### config.mk
export PLATFORM = sky130hd
export DESIGN_NAME = coef_wr_scheduler
export DESIGN_NICKNAME = d
export VERILOG_FILES = /design/src/rtl/coef_wr_scheduler.sv
export SDC_FILE = /design/constraint.sdc
export NUM_CORES = 1
export LEC_CHECK = 0
export CAP_MARGIN = 5
export CORE_MARGIN = 4
export CORE_UTILIZATION = 53
export DETAILED_ROUTE_END_ITERATION = 6
export HOLD_SLACK_MARGIN = 0.1
export PLACE_DENSITY = 0.81
export SLEW_MARGIN = 20
export SYNTH_ARGS = -nofsm -noshare
export SYNTH_HDL_FRONTEND = slang
export SYNTH_SLANG_ARGS = --single-unit
### constraint.sdc
create_clock -name clk -period 4.7 [get_ports clk]
set_input_delay 0.705 -clock clk [delete_from_list [all_inputs] [get_ports clk]]
set_output_delay 0.705 -clock clk [all_outputs]
set_load 0.03 [all_outputs]
### src/rtl/coef_wr_scheduler.sv
// ============================================================================
//  Module   : coef_wr_scheduler
//  Purpose  : Queues FIR coefficient / EQ gain register writes and replays them
//             into the shared coefficient RAM port when the engine grants it.
//  Options  : EQ_WR_PATH_EN - when defined, EQ writes are queued as well.
//  Revision : 1.0 - initial release
// ============================================================================
`default_nettype none

module coef_wr_scheduler #(
    parameter int DEPTH = 4
) (
    input  logic       clk,
    input  logic       reset_n,
    input  logic       coef_wr_stb,
    input  logic [7:0] coef_select_reg,
    input  logic [7:0] coef_wr_lsb_data_reg,
    input  logic [7:0] coef_wr_msb_data_reg,
    input  logic       eq_wr_stb,
    input  logic [7:0] eq_select_reg,
    input  logic [7:0] eq_wr_lsb_data_reg,
    input  logic [7:0] eq_wr_msb_data_reg,
    input  logic       ram_gnt,
    input  logic       ovf_clr,
    output logic       ram_req,
    output logic       ram_we,
    output logic       ram_sel,
    output logic [7:0] ram_addr,
    output logic [15:0] ram_wdata,
    output logic [4:0] pending,
    output logic       overflow,
    output logic       idle
);

    localparam int         PW      = (DEPTH > 1) ? $clog2(DEPTH) : 1;
    localparam logic [4:0] DEPTH_C = 5'(DEPTH);

    typedef enum logic [1:0] {
        IDLE  = 2'd0,
        REQ   = 2'd1,
        WRITE = 2'd2
    } state_t;

    typedef struct packed {
        logic       sel;
        logic [7:0] addr;
        logic [7:0] msb;
        logic [7:0] lsb;
    } entry_t;

    // Reset asserts asynchronously but releases two edges later, in step with clk.
    logic [1:0] rst_sync_q, rst_sync_d;
    logic       rst_n;

    always_comb begin
        rst_sync_d = {rst_sync_q[0], 1'b1};
    end

    always_ff @(posedge clk or negedge reset_n) begin
        if (!reset_n) begin
            rst_sync_q <= 2'b00;
        end else begin
            rst_sync_q <= rst_sync_d;
        end
    end

    assign rst_n = rst_sync_q[1];

    state_t          state_q, state_d;
    entry_t          mem_q [DEPTH];
    entry_t          mem_d [DEPTH];
    logic [PW-1:0]   wr_ptr_q, wr_ptr_d;
    logic [PW-1:0]   rd_ptr_q, rd_ptr_d;
    logic [4:0]      count_q, count_d;
    logic            overflow_q, overflow_d;

    logic            eq_req;
    entry_t          fir_entry;
    entry_t          eq_entry;
    entry_t          head;
    logic            pop;
    logic            fir_push;
    logic            eq_push;
    logic            drop;
    logic [4:0]      slots_free;

`ifdef EQ_WR_PATH_EN
    assign eq_req   = eq_wr_stb;
    assign eq_entry = '{sel: 1'b1, addr: eq_select_reg,
                        msb: eq_wr_msb_data_reg, lsb: eq_wr_lsb_data_reg};
`else
    logic unused_eq;
    assign unused_eq = ^{eq_wr_stb, eq_select_reg, eq_wr_lsb_data_reg, eq_wr_msb_data_reg};
    assign eq_req    = 1'b0;
    assign eq_entry  = '0;
`endif

    assign fir_entry = '{sel: 1'b0, addr: coef_select_reg,
                         msb: coef_wr_msb_data_reg, lsb: coef_wr_lsb_data_reg};
    assign head      = mem_q[rd_ptr_q];
    assign pop       = (state_q == WRITE);

    // Free slots count the head being retired this cycle; FIR wins the last slot.
    always_comb begin
        slots_free = DEPTH_C - count_q + 5'(pop);
        fir_push   = coef_wr_stb && (slots_free != 5'd0);
        eq_push    = eq_req && (slots_free > 5'(fir_push));
        drop       = (coef_wr_stb && !fir_push) || (eq_req && !eq_push);
    end

    always_comb begin
        for (int i = 0; i < DEPTH; i++) begin
            mem_d[i] = mem_q[i];
        end
        if (fir_push) begin
            mem_d[wr_ptr_q] = fir_entry;
        end
        if (eq_push) begin
            mem_d[wr_ptr_q + PW'(fir_push)] = eq_entry;
        end
        wr_ptr_d   = wr_ptr_q + PW'(fir_push) + PW'(eq_push);
        rd_ptr_d   = rd_ptr_q + PW'(pop);
        count_d    = count_q + 5'(fir_push) + 5'(eq_push) - 5'(pop);
        overflow_d = drop ? 1'b1 : (ovf_clr ? 1'b0 : overflow_q);
    end

    // Next state looks at the post-push count so a strobe reaches REQ next cycle.
    always_comb begin
        state_d = state_q;
        case (state_q)
            IDLE:    if (count_d != 5'd0) state_d = REQ;
            REQ:     if (ram_gnt) state_d = WRITE;
            WRITE:   state_d = (count_d != 5'd0) ? REQ : IDLE;
            default: state_d = IDLE;
        endcase
    end

    always_ff @(posedge clk or negedge rst_n) begin
        if (!rst_n) begin
            state_q    <= IDLE;
            wr_ptr_q   <= '0;
            rd_ptr_q   <= '0;
            count_q    <= '0;
            overflow_q <= 1'b0;
            for (int i = 0; i < DEPTH; i++) begin
                mem_q[i] <= '0;
            end
        end else begin
            state_q    <= state_d;
            wr_ptr_q   <= wr_ptr_d;
            rd_ptr_q   <= rd_ptr_d;
            count_q    <= count_d;
            overflow_q <= overflow_d;
            for (int i = 0; i < DEPTH; i++) begin
                mem_q[i] <= mem_d[i];
            end
        end
    end

    always_comb begin
        ram_req   = (state_q == REQ);
        ram_we    = pop;
        ram_sel   = pop ? head.sel : 1'b0;
        ram_addr  = pop ? head.addr : 8'h00;
        ram_wdata = pop ? {head.msb, head.lsb} : 16'h0000;
        pending   = count_q;
        overflow  = overflow_q;
        idle      = (state_q == IDLE) && (count_q == 5'd0);
    end

endmodule

`default_nettype wire

==> impl_metrics.yaml, run 1 <==
run_status:
  status: "complete, no violations"
timing:
  report.final.slew_viol_count: 0
  finalHoldViolations: 0
  relSlewSlack_pct: 27.37
  rsz0062_at_grt: "false"
  max_freq_ghz: 0.2586
  finalCritPeriodShare_pct: 82.27
  worstMarginPinSlew_ns: 1.090
  setup_viol: 0
  period_minus_slack_ns: 3.867
  clock_skew_ns: 0.009379
  setup-tns-final_ns: 0
  finalWorstSetupSlack_ns: 0.8333
finish:
  instances_no_fill: 522
  layout-drive-gt1-share_pct: 38.17
  final_core_util_pct: 64.71
  most-common-layout-cells: "dfrtp_1 (108), mux2_2 (96), clkdlybuf4s50_1 (61)"
  n_antenna_cell: 0
  final_common_cell: "dfrtp_1"
  synthToLayoutAreaGrowth_pct: 18.26
  fillers: 691
  design_area_um2: 6036
  nets: 454
setup_path:
  r2r-start: "state_q[0]$_DFFE_PN0P_"
  path_class: "register to register"
  cp_slowest_cell: "o41ai_4"
  worstPathRequired_ns: 4.96
  r2r-end: "state_q[0]$_DFFE_PN0P_"
  arrival_ns: 4.12
  cp_cell_sequence: "nand2b_1 -> ha_1 -> inv_1 -> ha_1 -> xnor2_1 -> nand3b_1 -> o41ai_4 -> ha_1 -> inv_1 -> ha_1 -> fa_1 -> or4_1 -> o31a_1"
  reg2reg_slack_ns: 0.83
  crit_top_cell: "ha_1"
  cpPeakStageDelay_ns: 0.66
  crit_path_end_kind: "register"
  reg2reg_depth: 13
  cp_max_fo: 5
  critPathLaunchType: "register"
yosys:
  synth_edf_count: 0
  synthFlopType: "dfrtp_1"
  yosys_warnings: 0
  ys_types: 33
  ys_seq_area_share_pct: 53.93
  synth_cells: 328
  postSynthAreaPerCell_um2: 15.56
  synth_nets: 394
  ys_seq_elements: 110
  synthesis.area_um2: 5104
  async_flop_share_pct: 100.0
route:
  drt-total-wl_um: 9719
  drtPass1Iterations: 4
  drt_iter0_drc: 55
  vias_per_cell: 5.498
  drt_drc_violations_left: 0
  wl_per_cell_um: 18.62
  ant_nets: 0
  num_vias: 2870
worst_hold_path:
  hold_depth: 0
  hp-class: "register to register"
  min_from: "rst_sync_q[0]$_DFF_PN0_"
  worstHoldEndpoint: "rst_sync_q[1]$_DFF_PN0_"
power:
  netSwitchingFraction_pct: 33.44
  p_leak_nw: 2.467
  internal_power_w: 0.002793
  vdd_drop_max_mv: 0.3228
  clockPowerShare_pct: 13.6
  powerDensity_nw_per_um2: 695.3
  p_sw_w: 0.001403
  seqPwrFrac_pct: 43.1
  combPwrFrac_pct: 43.3
clock_network:
  hold_buffers: 0
  ctsLongestPathBuffers: 2
  cts_resized: 0
  cts_made_buffers: 9
  clk_pin_slew_ns: 0.10
  cts_htree_levels: 3
  clkSinkCount: 110
  cts_tree: "done"
  cts_setup_buffers: 0
  root_buffer: "clkbuf_8"
  insertion_delay_ns: 0.37
global_route:
  grt_pass1_vias: 3151
  grt_max_degree: 64
  grt_util_all_layers_pct: 18.71
  grt_overflow: 0
  antenna_found_initial: 0
  grt_pass1_wl_um: 16240
die:
  rows: 35
  core-area_um2: 9328
  die_h_um: 106.1
  die_x_um: 106.1
  fp.dieArea_um2: 11260
  ios: 88
  initial_core_util_pct: 54.71
place:
  gp_congestion: 0.7522
  port_buffers: 61
  hpwl_um: 6443
  placed_cell_area_um2: 5838
  numPlacedInstances: 506
  place_ws_ns: 0.8356
job:
  maxCapViolCount: 0
==> per-stage QoR <==
stage | hold WS, ns | total power (W)
6_report | 0.3686 | 0.004197
5_1_grt | 0.3803 | 0.004460
4_1_cts | 0.3734 | 0.004252
3_5_place_dp | 0.3419 | 0.003673
3_3_place_gp | 0.3395 | 0.003563
2_1_floorplan | 0.3312 | 0.003157
==> worst max-delay path, delay by kind of cell, from the launching register on <==
family	cells	cell delay [ns]
compound gates	2	0.90
flops	1	0.42
simple gates	3	0.85
buf+inv	2	0.11
fa+ha+maj	5	1.35
xor+xnor	1	0.13
==> area by class of cell <==
type                    instances  area [µm²]  area share (%)
flip-flops and latches        110        2758           45.69
multi-input cells             191        2230           36.94
repair buffers                 67       655.6           10.86
well taps                     129       161.4           2.674
clock buffers                   9       123.9           2.052
clock inverters                 7       73.82           1.223
inverters                       9       33.78          0.5597
==> worst max path at each step <==
stage / startpoint / to / slack [ns] / cells past startpoint
global placement: state_q[0]$_DFFE_PN0P_ / state_q[0]$_DFFE_PN0P_ / 0.88 / 13
finish: state_q[0]$_DFFE_PN0P_ / state_q[0]$_DFFE_PN0P_ / 0.83 / 13
detailed placement: state_q[0]$_DFFE_PN0P_ / state_q[0]$_DFFE_PN0P_ / 0.84 / 13
floorplan: state_q[0]$_DFFE_PN0P_ / state_q[0]$_DFFE_PN0P_ / 0.83 / 14
CTS: state_q[0]$_DFFE_PN0P_ / state_q[0]$_DFFE_PN0P_ / 0.81 / 13
global route: state_q[0]$_DFFE_PN0P_ / state_q[0]$_DFFE_PN0P_ / 0.60 / 13
==> power groups by stage <==
stage | clock, W | sequential, W | combinational (W)
3_5_place_dp | 0 | 0.00184 | 0.00184
5_1_grt | 0.000624 | 0.00188 | 0.00195
6_report | 0.000569 | 0.00181 | 0.00182
3_3_place_gp | 0 | 0.00179 | 0.00177
4_1_cts | 0.000587 | 0.00182 | 0.00184
2_1_floorplan | 0 | 0.00168 | 0.00148
==> cell usage after synthesis, types with 3 or more instances <==
| cell | n | area (µm²) |
|---|---|---|
| ha_1 | 11 | 137.6 |
| a21oi_1 | 3 | 15.01 |
| buf_4 | 5 | 37.54 |
| mux4_2 | 24 | 540.5 |
| buf_2 | 4 | 20.02 |
| clkbuf_1 | 6 | 22.52 |
| inv_1 | 9 | 33.78 |
| dfrtp_1 | 110 | 2753 |
| nor2b_1 | 26 | 162.7 |
| xor2_1 | 6 | 52.55 |
| mux2_2 | 96 | 1081 |
==> flip-flops by register name (all words and copies together) (netlist names) <==
register / count
wr_ptr_q: 2
rd_ptr_q: 2
pending: 5
overflow: 1
mem_q: 96
rst_sync_q: 2
state_q: 2
==> logic make-up (layout without fill, tap and decap cells) <==
group,count (synthesis),in the layout,share of synthesized area (%)
compound gates,10,10,1.643
mux,120,120,31.77
flops,110,110,53.93
other cells,2,2,0.1471
fa+ha+maj,12,12,3.089
simple gates,39,39,5.296
buf+inv,27,92,2.746
xor+xnor,8,8,1.373
==> metal layers <==
layer / vias to the layer above / share of wire, % / global-route usage (%)
met4: 0 / 0.90 / 4.903
met5: - / 0 / 0
met1: 1513 / 42 / 23.20
li1: 1298 / - / -
met2: 50 / 54 / 33.12
met3: 9 / 3.4 / 4.189
Power figures use the tool's default switching activity.
==> inputs of run 2 (changes only) <==
clock period = 4.1 ns   (was 4.7 ns; I/O delays follow)
==> run 2 against run 1 <==
Net effect:
- via count increased by 0.84%
- design area increased by 0.95%
- first-iteration DRC count up 80%
- final cell count is 0.38% higher
- critical path type unchanged
- worst hold slack improved by 0.00073 ns
- largest cell class unchanged
- sequential cell count unchanged
- clock power up 27%
==> impl_metrics.yaml, run 2 (same netlist as run 1, synthesis figures left out) <==
timing:
  max_freq_ghz: 0.2834
  period_minus_slack_ns: 3.528
  setup_viol: 0
  report.final.slew_viol_count: 0
  setup-tns-final_ns: 0
  worstMarginPinSlew_ns: 0.9842
  rsz0062_at_grt: "false"
  clock_skew_ns: 0.008687
  whs_ns: 0.3694
  relSlewSlack_pct: 34.14
  finalWorstSetupSlack_ns: 0.5716
  finalCritPeriodShare_pct: 86.06
  finalHoldViolations: 0
route:
  vias_per_cell: 5.523
  ant_nets: 0
  drtPass1Iterations: 5
  num_vias: 2894
  drt_drc_violations_left: 0
  drt-total-wl_um: 9422
  drt_iter0_drc: 99
  wl_per_cell_um: 17.98
finish:
  design_area_um2: 6093
  synthToLayoutAreaGrowth_pct: 19.39
  regMostFlops: "mem_q"
  nets: 456
  n_antenna_cell: 0
  final_common_cell: "dfrtp_1"
  largest_reg_flops: 96
  layout-drive-gt1-share_pct: 38.48
  most-common-layout-cells: "dfrtp_1 (108), mux2_2 (96), clkdlybuf4s50_1 (61)"
setup_path:
  critPathLaunchType: "register"
  cp_max_fo: 5
  cp_slowest_cell: "or4_1"
  worstPathRequired_ns: 4.36
  crit_buf_inv: 2
  crit_top_cell: "ha_1"
  path_class: "register to register"
  cp_cell_sequence: "nand2b_1 -> ha_1 -> inv_1 -> ha_1 -> xnor2_1 -> nand3b_1 -> o41ai_4 -> ha_1 -> inv_1 -> ha_1 -> fa_1 -> or4_1 -> o31a_1"
  arrival_ns: 3.79
  cpPeakStageDelay_ns: 0.51
  crit_path_end_kind: "register"
  reg2reg_slack_ns: 0.57
  path_delay_family: "adder cells"
place:
  gp_congestion: 0.7562
  placed_cell_area_um2: 5866
  place_ws_ns: 0.5894
  port_buffers: 61
  hpwl_um: 6222
clock_network:
  clk_pin_slew_ns: 0.10
  cts_setup_buffers: 0
  hold_buffers: 0
  cts_htree_levels: 3
  clkSinkCount: 110
  ctsLongestPathBuffers: 2
  cts_made_buffers: 9
  cts_tree: "done"
  root_buffer: "clkbuf_8"
  insertion_delay_ns: 0.36
  cts_resized: 0
power:
  vdd_drop_max_mv: 0.2985
  p_leak_nw: 2.488
  powerDensity_nw_per_um2: 799.7
global_route:
  grt_pass1_vias: 3162
  grt_max_degree: 78
  grt_overflow: 0
  antenna_found_initial: 0
  grt_pass1_wl_um: 16170
  grt_util_all_layers_pct: 18.27
die:
  initial_core_util_pct: 54.71
  core-area_um2: 9328
  rows: 35
  ios: 88
  fp.dieArea_um2: 11260
  die_h_um: 106.1
  die_x_um: 106.1
run_status:
  status: "complete, no violations"
job:
  maxCapViolCount: 0
worst_hold_path:
  hp-class: "register to register"
run 2: final timing paths:
| check | startpoint | depth (start not counted) | end |
|---|---|---|---|
| min in group asynchronous | reset_n | 1 | rst_sync_q[1]$_DFF_PN0_ |
| hold reg to reg | rst_sync_q[0]$_DFF_PN0_ | 0 | rst_sync_q[1]$_DFF_PN0_ |
| setup reg to reg | state_q[0]$_DFFE_PN0P_ | 13 | state_q[0]$_DFFE_PN0P_ |
| hold / removal | rst_sync_q[0]$_DFF_PN0_ | 0 | rst_sync_q[1]$_DFF_PN0_ |
| setup / recovery | state_q[0]$_DFFE_PN0P_ | 13 | state_q[0]$_DFFE_PN0P_ |
| max in group asynchronous | rst_sync_q[1]$_DFF_PN0_ | 1 | pending[0]$_DFF_PN0_ |
run 2: layout make-up:
cell class | count | area, µm²
clock buffers | 10 | 137.6
clock inverters | 6 | 90.09
fillers | 697 | 3234
inverters | 9 | 33.78
multi-input cells | 191 | 2230
flip-flops and latches | 110 | 2758
well taps | 129 | 161.4
repair buffers | 69 | 683.2
run 2: metrics by stage:
stage	utilization, %	instances	total power, W
floorplan	-	328	0.003619
detailed placement	62.88	508	0.004198
global placement	62.88	508	0.004086
global route	65.33	524	0.005203
CTS	65.33	524	0.004932
finish	65.33	524	0.004873
run 2: per-layer routing:
metal / routed length, µm / global-route usage, %
met4: 162 / 5.828
met2: 4783 / 30.63
met5: 0 / 0
met1: 4160 / 23.83
met3: 315 / 4.007
run 2: report_power, final:
part	internal (W)	total, W	switching [W]
Sequential	0.00164	0.00203	0.000395
Combinational	0.00129	0.00212	0.000832
Clock	0.000364	0.000723	0.000359
==> inputs of run 3 (changes only) <==
CORE_MARGIN = 2   (was 4)
SLEW_MARGIN = not set   (was 20)
==> run 3 against run 2 <==
Net effect:
- fmax is 0.57% lower
- clock-buffer cell count stayed put
- critical path depth did not move
- design area down 0.86%
- combinational power hardly changed
- critical path type unchanged
- wire length up 0.72%
- global-route usage rose by 1.4 points
- clock skew up 0.0042 ns
- setup slack got worse by 0.020 ns
- register-to-register slack lost 0.02 ns
- first-iteration DRC count decreased by 31%
==> impl_metrics.yaml, run 3 (same netlist as run 1, synthesis figures left out) <==
finish:
  regMostFlops: "mem_q"
  largest_reg_flops: 96
  final_common_cell: "dfrtp_1"
  synthToLayoutAreaGrowth_pct: 18.36
  fillers: 700
  most-common-layout-cells: "dfrtp_1 (108), mux2_2 (96), clkdlybuf4s50_1 (61)"
  nets: 458
  n_antenna_cell: 0
  layout-drive-gt1-share_pct: 38.54
clock_network:
  root_buffer: "clkbuf_8"
  clk_pin_slew_ns: 0.10
  clkSinkCount: 110
  cts_htree_levels: 3
  cts_made_buffers: 9
  cts_setup_buffers: 0
  cts_resized: 0
  hold_buffers: 0
  cts_tree: "done"
  insertion_delay_ns: 0.36
  ctsLongestPathBuffers: 2
worst_hold_path:
  min_from: "rst_sync_q[0]$_DFF_PN0_"
  worstHoldEndpoint: "rst_sync_q[1]$_DFF_PN0_"
  hp-class: "register to register"
  hold_depth: 0
timing:
  setup-tns-final_ns: 0
  setup_viol: 0
  worstMarginPinSlew_ns: 0.9622
  report.final.slew_viol_count: 0
  relSlewSlack_pct: 35.62
  period_minus_slack_ns: 3.549
  finalCritPeriodShare_pct: 86.55
  rsz0062_at_grt: "false"
  max_freq_ghz: 0.2818
  clock_skew_ns: 0.01292
  finalHoldViolations: 0
power:
  clockPowerShare_pct: 12.5
  total_power_w: 0.004745
  seqPwrFrac_pct: 43.4
  combPwrFrac_pct: 44.1
  p_sw_w: 0.001594
  p_leak_nw: 2.473
  vdd_drop_max_mv: 0.2988
  netSwitchingFraction_pct: 33.59
  internal_power_w: 0.003151
  powerDensity_nw_per_um2: 785.6
setup_path:
  cp_max_fo: 5
  crit_path_end_kind: "register"
  worstPathRequired_ns: 4.35
  r2r-end: "state_q[0]$_DFFE_PN0P_"
  cp-startpoint: "state_q[0]$_DFFE_PN0P_"
  cpPeakStageDelay_ns: 0.51
  arrival_ns: 3.80
  reg2reg_slack_ns: 0.55
  path_delay_family: "adder cells"
  crit_top_cell: "ha_1"
  path_class: "register to register"
  r2r-start: "state_q[0]$_DFFE_PN0P_"
  cp_cell_sequence: "nand2b_1 -> ha_1 -> inv_1 -> ha_1 -> xnor2_1 -> nand3b_1 -> o41ai_4 -> ha_1 -> inv_1 -> ha_1 -> fa_1 -> or4_1 -> o31a_1"
  cp_slowest_cell: "or4_1"
  critPathLaunchType: "register"
  reg2reg_depth: 13
  crit_buf_inv: 2
route:
  ant_nets: 0
  num_vias: 2875
  drt-total-wl_um: 9490
  drt_iter0_drc: 68
  drt_drc_violations_left: 0
  drtPass1Iterations: 5
  vias_per_cell: 5.466
  wl_per_cell_um: 18.04
global_route:
  antenna_found_initial: 0
  grt_util_all_layers_pct: 19.70
  grt_max_degree: 77
  grt_overflow: 0
  grt_pass1_wl_um: 15510
  grt_pass1_vias: 2971
die:
  initial_core_util_pct: 54.97
  die_x_um: 102.1
  fp.dieArea_um2: 10430
  ios: 88
  rows: 35
  core-area_um2: 9284
  die_h_um: 102.1
place:
  gp_congestion: 0.7581
  hpwl_um: 6331
  port_buffers: 61
job:
  maxCapViolCount: 0
run_status:
  status: "complete, no violations"
[run 3: layer usage]
layer,part of all wire (%),up-vias,GRT usage (%)
li1,-,1308,-
met1,45,1504,28.07
met2,49,55,30.52
met3,4.4,8,5.404
met4,1.0,0,4.923
met5,0,-,0
[run 3: power by group through the flow]
stage	registers, W	clock network, W	logic, W
after global placement	0.00204	0	0.00205
after floorplan	0.00192	0	0.00170
after global routing	0.00215	0.000666	0.00226
after detailed placement	0.00209	0	0.00211
final	0.00206	0.000592	0.00209
after CTS	0.00207	0.000612	0.00212
[run 3: area by class of cell]
| class | count | area [µm²] | area share (%) |
|---|---|---|---|
| tap | 129 | 161.4 | 2.672 |
| sequential | 110 | 2758 | 45.65 |
| timing repair buffer | 71 | 685.7 | 11.35 |
| clock buffer | 10 | 127.6 | 2.113 |
| inverter | 9 | 33.78 | 0.5592 |
| multi-input combinational | 191 | 2230 | 36.91 |
| clock inverter | 6 | 45.04 | 0.7457 |
[run 3: how the worst max path moves through the flow]
stage / to / slack, ns / cells past startpoint
2_1_floorplan: state_q[0]$_DFFE_PN0P_ / 0.23 / 14
3_3_place_gp: state_q[0]$_DFFE_PN0P_ / 0.61 / 13
3_5_place_dp: state_q[0]$_DFFE_PN0P_ / 0.57 / 13
4_1_cts: state_q[0]$_DFFE_PN0P_ / 0.54 / 13
5_1_grt: state_q[0]$_DFFE_PN0P_ / 0.38 / 13
6_report: state_q[0]$_DFFE_PN0P_ / 0.55 / 13
[run 3: through the flow]
step           hold slack, ns  instance area, µm²  utilization (%)  setup slack, ns  cells
5_1_grt                0.3586                6041            65.07           0.3757    526
3_5_place_dp           0.3365                5868            63.21           0.5702    510
6_report               0.3597                6041            65.07           0.5513    526
4_1_cts                0.3565                6041            65.07           0.5386    526
3_3_place_gp           0.3395                5868            63.21           0.6077    510
2_1_floorplan          0.3194                5104                -           0.2264    328
[run 3: worst register-to-register path, cell delays in order (launching register included)]
cell and delay [ns]:
dfrtp_1 0.42, nand2b_1 0.19, ha_1 0.23, inv_1 0.06, ha_1 0.17, xnor2_1 0.13, nand3b_1 0.16, o41ai_4 0.39
ha_1 0.28, inv_1 0.05, ha_1 0.18, fa_1 0.44, or4_1 0.51, o31a_1 0.25
